===== src/rtl/multi_sync_edge_detect.sv =====
// Multi-channel synchronizer, optional debounce filter and edge detector.
// Each async_sig bit passes through a SYNC_STAGES-deep flop chain into the
// outclk domain. It can then be debounced for FILTER_CYCLES cycles. From the
// resulting level the block produces registered edge pulses, sticky edge
// flags and saturating per-channel event counters.
//
// Ports
//   outclk      : sole clock, rising edge
//   reset       : asynchronous, active-high clear of all state
//   async_sig   : CHANNELS asynchronous inputs
//   edge_mode   : 00 rising, 01 falling, 10 both, 11 disabled (shared)
//   clr         : per-channel synchronous clear of edge_flag / edge_count
//   sync_sig    : synchronized (and filtered) level per channel
//   edge_pulse  : one-cycle pulse per qualifying edge
//   edge_flag   : sticky "edge seen" per channel
//   edge_count  : packed counters, channel i at [i*CNT_WIDTH +: CNT_WIDTH]
//   any_edge    : combinational OR of edge_pulse
module multi_sync_edge_detect #(
  parameter int unsigned CHANNELS      = 4,
  parameter int unsigned SYNC_STAGES   = 2,
  parameter int unsigned FILTER_CYCLES = 0,
  parameter int unsigned CNT_WIDTH     = 8
) (
  input  logic                          outclk,
  input  logic                          reset,
  input  logic [CHANNELS-1:0]           async_sig,
  input  logic [1:0]                    edge_mode,
  input  logic [CHANNELS-1:0]           clr,
  output logic [CHANNELS-1:0]           sync_sig,
  output logic [CHANNELS-1:0]           edge_pulse,
  output logic [CHANNELS-1:0]           edge_flag,
  output logic [CHANNELS*CNT_WIDTH-1:0] edge_count,
  output logic                          any_edge
);

  localparam logic [1:0] MODE_RISE = 2'b00;
  localparam logic [1:0] MODE_FALL = 2'b01;
  localparam logic [1:0] MODE_BOTH = 2'b10;

  localparam logic [CNT_WIDTH-1:0] CNT_MAX = {CNT_WIDTH{1'b1}};

  // Parameter range guards, evaluated at elaboration.
  if (SYNC_STAGES < 2 || SYNC_STAGES > 4) begin : g_bad_sync_stages
    $error("multi_sync_edge_detect: SYNC_STAGES must be 2..4");
  end
  if (CHANNELS < 1 || CHANNELS > 32) begin : g_bad_channels
    $error("multi_sync_edge_detect: CHANNELS must be 1..32");
  end
  if (FILTER_CYCLES > 255) begin : g_bad_filter
    $error("multi_sync_edge_detect: FILTER_CYCLES must be 0..255");
  end
  if (CNT_WIDTH < 1 || CNT_WIDTH > 16) begin : g_bad_cnt_width
    $error("multi_sync_edge_detect: CNT_WIDTH must be 1..16");
  end

  logic [CHANNELS-1:0] sync_q [SYNC_STAGES];
  logic [CHANNELS-1:0] raw;
  logic [CHANNELS-1:0] filt;
  logic [CHANNELS-1:0] prev_q;
  logic [CHANNELS-1:0] pulse_q, pulse_d;
  logic [CHANNELS-1:0] flag_q, flag_d;
  logic [CNT_WIDTH-1:0] cnt_q [CHANNELS];
  logic [CNT_WIDTH-1:0] cnt_d [CHANNELS];

  // Synchronizer chain; only sync_q[0] may go metastable.
  always_ff @(posedge outclk or posedge reset) begin
    if (reset) begin
      for (int s = 0; s < int'(SYNC_STAGES); s++) begin
        sync_q[s] <= '0;
      end
    end else begin
      sync_q[0] <= async_sig;
      for (int s = 1; s < int'(SYNC_STAGES); s++) begin
        sync_q[s] <= sync_q[s-1];
      end
    end
  end

  assign raw = sync_q[SYNC_STAGES-1];

  if (FILTER_CYCLES == 0) begin : g_no_filter
    assign filt = raw;
  end else begin : g_filter
    localparam int unsigned FCW = 8;
    localparam logic [FCW-1:0] F_LAST = FCW'(FILTER_CYCLES - 1);

    logic [FCW-1:0]      fcnt_q [CHANNELS];
    logic [FCW-1:0]      fcnt_d [CHANNELS];
    logic [CHANNELS-1:0] filt_q, filt_d;

    // Level follows raw only after raw has differed for FILTER_CYCLES
    // consecutive cycles; any agreement restarts the count.
    always_comb begin
      filt_d = filt_q;
      for (int c = 0; c < int'(CHANNELS); c++) begin
        fcnt_d[c] = '0;
        if (raw[c] != filt_q[c]) begin
          if (fcnt_q[c] == F_LAST) begin
            filt_d[c] = raw[c];
          end else begin
            fcnt_d[c] = fcnt_q[c] + 1'b1;
          end
        end
      end
    end

    always_ff @(posedge outclk or posedge reset) begin
      if (reset) begin
        filt_q <= '0;
        for (int c = 0; c < int'(CHANNELS); c++) begin
          fcnt_q[c] <= '0;
        end
      end else begin
        filt_q <= filt_d;
        for (int c = 0; c < int'(CHANNELS); c++) begin
          fcnt_q[c] <= fcnt_d[c];
        end
      end
    end

    assign filt = filt_q;
  end

  // Edge qualification against the previous level; mode 11 yields nothing.
  always_comb begin
    pulse_d = '0;
    case (edge_mode)
      MODE_RISE: pulse_d = filt & ~prev_q;
      MODE_FALL: pulse_d = ~filt & prev_q;
      MODE_BOTH: pulse_d = filt ^ prev_q;
      default:   pulse_d = '0;
    endcase
  end

  // Sticky flag and saturating counter; a pulse in the clear cycle survives.
  always_comb begin
    flag_d = (flag_q & ~clr) | pulse_q;
    for (int c = 0; c < int'(CHANNELS); c++) begin
      cnt_d[c] = cnt_q[c];
      if (clr[c]) begin
        cnt_d[c] = pulse_q[c] ? CNT_WIDTH'(1) : '0;
      end else if (pulse_q[c] && (cnt_q[c] != CNT_MAX)) begin
        cnt_d[c] = cnt_q[c] + 1'b1;
      end
    end
  end

  always_ff @(posedge outclk or posedge reset) begin
    if (reset) begin
      prev_q  <= '0;
      pulse_q <= '0;
      flag_q  <= '0;
      for (int c = 0; c < int'(CHANNELS); c++) begin
        cnt_q[c] <= '0;
      end
    end else begin
      prev_q  <= filt;
      pulse_q <= pulse_d;
      flag_q  <= flag_d;
      for (int c = 0; c < int'(CHANNELS); c++) begin
        cnt_q[c] <= cnt_d[c];
      end
    end
  end

  for (genvar c = 0; c < int'(CHANNELS); c++) begin : g_pack
    assign edge_count[c*CNT_WIDTH +: CNT_WIDTH] = cnt_q[c];
  end

  assign sync_sig   = filt;
  assign edge_pulse = pulse_q;
  assign edge_flag  = flag_q;
  assign any_edge   = |pulse_q;

endmodule


===== config.mk =====
export PLATFORM = sky130hd
export DESIGN_NAME = multi_sync_edge_detect
export DESIGN_NICKNAME = d
export VERILOG_FILES = /design/src/rtl/multi_sync_edge_detect.sv
export SDC_FILE = /design/constraint.sdc
export NUM_CORES = 1
export LEC_CHECK = 0
export BUFFER_PORTS_ARGS = -buffer_cell sky130_fd_sc_hd__buf_2
export CAP_MARGIN = 10
export CORE_UTILIZATION = 38
export CTS_CLUSTER_DIAMETER = 60
export DETAILED_ROUTE_END_ITERATION = 6
export GPL_TIMING_DRIVEN = 0
export SYNTH_ARGS = -nofsm -noshare
export SYNTH_HDL_FRONTEND = slang
export SYNTH_SLANG_ARGS = --single-unit
export TNS_END_PERCENT = 10

===== constraint.sdc =====
create_clock -name outclk -period 2.1 [get_ports outclk]
set_clock_uncertainty 0.15 [all_clocks]
set_input_delay 0.42 -clock outclk [delete_from_list [all_inputs] [get_ports outclk]]
set_output_delay 0.42 -clock outclk [all_outputs]
set_load 0.01 [all_outputs]

# == Yosys cells after proc, flatten, opt, wreduce, memory -nomap -nowiden ==
# Cells that the tools add are included.
# op_classes
mux,13
n_eq_ne,6
addsub,4
n_reduce_logical,10
bitwise,8
# op_table
operator,count
8-bit 2-to-1 mux,8
"8-bit by 1-bit adder with 8-bit output, second input constant",4
"8-bit inequality test, second input constant",4
4-bit AND,3
4-bit NOT,3
4-bit case mux with 3 select lines,1
2-bit nonzero test,4
1-bit logical AND,4
1-bit 2-to-1 mux,4
4-bit OR,1
4-bit OR reduction,1
4-bit bitwise XOR,1
"2-bit by 1-bit equality test with 1-bit output, second input constant",1
"2-bit equality test, second input constant",1
2-bit zero test,1
# totals
register_bits,52
elab_cells,50
inputBits,12

# == Logic depth before layout (Yosys ltp) ==
# depth
depth_word,4
ltp_mapped,5

# == Least setup slack after synthesis ==
# OpenSTA, ideal clock, no wires.
# synth_timing
kind,flip-flop to output port
from,"reg pulse_q[3], in the netlist edge_pulse[3]"
to,out any_edge
path_buffers,1
arrival_time_ns,1.206
path_stages_with_launch,3
setup_slack_ns,0.324
cell_sequence,dfrtp_1 > buf_4 > or4_2
# synth_between
elab_chain_len,1
# synth_lines
element,line_no,text
start: declaration,60,"logic [CHANNELS-1:0] pulse_q, pulse_d;"
start signal: assignment,158,pulse_q <= pulse_d;
4-bit OR reduction,173,assign any_edge = |pulse_q;
end: declaration,33,output logic any_edge
# No other way between the ends.

# == Worst setup path after layout ==
# Ends and elaborated chain as after synthesis.

==> impl_metrics.tcl <==
set metrics [dict create \
    relSlewSlack 0.628 \
    ant_nets 0 \
    drc 0 \
    dieArea_um2 7360 \
    antenna_found_initial 0 \
    ctsHoldBuffers 0 \
    multi_input_area_um2 1200 \
    fin_crit_ns 2.02 \
    yosysSeqAreaShare 0.488 \
    p_per_area_nw_per_um2 618 \
    synth-async-reset-ratio 1.00 \
    numCtsBuffers 5 \
    worstSetupStartpointType "flop" \
    ys_ff_latch 52 \
    whs_ns 0.00328 \
    crit_arrival_ns 1.45 \
    die_x_um 85.8 \
    wl_per_cell_um 13.1 \
    rsz0062_at_grt "false" \
    syn_area_um2 2670 \
    ir_drop_uv 290 \
    cell_internal_pwr_w 0.00144 \
    synth-edff-count 0 \
    seqCellArea_um2 1300 \
    portBuffers 53 \
    synth-main-ff-cell "dfrtp_1" \
    drv_cap 0 \
    drv_slew 0 \
    synthCells 267 \
    tightest_slew_ns 0.558 \
    design.core.area_um2 6790 \
    clk_latency_ns 0.30 \
    place_inst 417 \
    finalSetupViolCount 0 \
    fill_cells 666 \
    crit_type "reg -> out" \
    htree_num_levels 2 \
    area_delta_synth_final_pct 19.8 \
    switching_share 0.269 \
    status "complete, no violations" \
    synth_top_area_frac 0.488 \
    min_path_type "in -> async" \
    grt_start_max_net_pins 29 \
    grt_pass1_vias 2010 \
    drive_gt1_frac 0.254 \
    fmax_ghz 0.494 \
    synth_warnings 0 \
    grt_pass1_wl_um 9400 \
    fin_crit_sh 0.963 \
    cts.reportedPaths.clkPinSlew_ns 0.10 \
    firstDrtPassIters 4 \
    worstPathRequired_ns 1.53 \
    pwr-share-comb 0.138 \
    synth_top_cell_by_area "dfrtp_1" \
    clockBufferDepth 2 \
    grt_overflow 0 \
    num_vias 2224 \
    cts_tree "built" \
    gp_congestion 0.779 \
    setup_tns_ns 0 \
    p_sw_w 0.000531 \
    fp.dieH_um 85.8 \
    grt.total_usage 0.159 \
    drt-initial-drc-count 56 \
    leakage_nw 1.58 \
    n_antenna_cell 0 \
    synth.area.top_cells "dfrtp_1, ha_1, a21oi_1, nand2_1, inv_1" \
    power_frac_seq 0.562 \
    drt-total-wl_um 5590 \
    ios 57 \
    hold_viol_final 0 \
    synth_nets 291 \
    viasPerCell 5.21 \
    num-nets-final 354 \
    pwr-share-clk 0.301 \
    stdcell_count 427 \
    start_util 0.393 \
    yosysUniqueCellTypes 43 \
    syn_avg_cell_area_um2 10.0 \
    rows 30 \
    cts_root_buf "clkbuf_8" \
    end_kind "output pin" \
    dp_hpwl_um 3960 \
    cp_max_fo 2 \
    cts.sinks 52 \
]
power groups by stage:
stage	Sequential [W]	Clock (W)	Combinational [W]
after CTS	0.00111	0.000623	0.000277
after global placement	0.00113	0	0.000252
final	0.00111	0.000594	0.000272
after floorplan	0.00114	0	0.000146
after global routing	0.00112	0.000665	0.000309
after detailed placement	0.00113	0	0.000263
metal layers:
metal | vias to the layer above | routed length [µm] | track usage | share of wire
met1 | 1087 | 2700 | 0.215 | 0.48
met2 | 45 | 2610 | 0.254 | 0.47
met3 | 4 | 235 | 0.0385 | 0.042
met5 | - | 0 | 0 | 0
li1 | 1088 | - | - | -
met4 | 0 | 43 | 0.0470 | 0.0077
critical path, stage by stage, from the launching register on:
cell	delay, ns
dfrtp_1	0.42
buf_6	0.13
or4_4	0.47
buf_6	0.14
placed cells by master (no fill, tap or decap), types with 6 or more instances in the layout:
master	netlist	layout
a21oi_1	20	20
and4_1	6	6
buf_2	4	56
buf_4	6	7
clkbuf_1	5	6
clkbuf_8	0	6
dfrtp_1	52	51
ha_1	12	12
inv_1	22	21
mux2i_1	6	6
nand2_1	23	23
nand3_1	9	9
nand4_1	12	12
nor2_1	6	6
nor2b_1	7	7
nor3_1	7	7
o21ai_0	13	13
timing repair:
action | 4_1_cts | 5_1_grt
resized for setup | 4 | 0
endpoints found under the setup margin | 1 | 0
buffers inserted | 2 | 0
registers in the layout (all words and copies together) (netlist names):
signal      count
edge_count     32
edge_flag       4
edge_pulse      4
prev_q          4
sync_q          4
sync_sig        4
cell type report:
| class | count | share of cell area |
|---|---|---|
| tap | 96 | 0.0376 |
| buffer | 15 | 0.0274 |
| multi-input combinational | 178 | 0.377 |
| timing repair buffer | 56 | 0.0959 |
| clock buffer | 7 | 0.0270 |
| clock inverter | 1 | 0.00235 |
| inverter | 22 | 0.0258 |
| sequential | 52 | 0.407 |
Yosys cell counts (all sizes together) (2+ instances only):
master  instances
a211o           3
a211oi          6
a21o            3
a21oi          20
a31oi           2
and3            5
and4            6
buf            10
clkbuf          5
dfrtp          52
ha             12
inv            22
mux2            5
mux2i           6
nand2          23
nand2b          4
nand3          10
nand4          12
nor2            6
nor2b           7
nor3            7
nor3b           5
nor4b           3
o211a           2
o21ai          13
o21bai          2
or3             4
cell families (layout without fill, tap and decap cells):
kind of cell	Yosys count	after routing	share of synthesized area
adders and majority gates	12	12	0.0563
DFF	52	52	0.488
AOI/OAI and AO/OA	60	60	0.147
buffers and inverters	37	101	0.0624
and+or+nand+nor	95	95	0.203
muxes	11	11	0.0436
stage by stage:
stage | util | setup slack [ns] | total power, W | cell area [µm²]
2_1_floorplan | - | 0.272 | 0.00128 | 2670
3_3_place_gp | 0.450 | -0.495 | 0.00138 | 3050
3_5_place_dp | 0.452 | 0.210 | 0.00139 | 3070
4_1_cts | 0.471 | 0.0623 | 0.00201 | 3200
5_1_grt | 0.471 | 0.0330 | 0.00209 | 3200
6_report | 0.471 | 0.0776 | 0.00197 | 3200
path summary, 6_finish.rpt:
| kind | from | end | slack (ns) | cells past startpoint |
|---|---|---|---|---|
| min | reset | edge_count[24] | 0.003 | 2 |
| max | edge_pulse[3] | any_edge | 0.08 | 3 |
| min in group outclk | async_sig[0] | sync_q[4] | 0.07 | 1 |
| max in group asynchronous | reset | edge_pulse[2] | 1.23 | 3 |
| max reg2reg | edge_count[0] | edge_count[5] | 0.19 | 4 |
| min reg2reg | sync_q[5] | sync_sig[1] | 0.21 | 0 |
(Power assumes the default switching activity.)
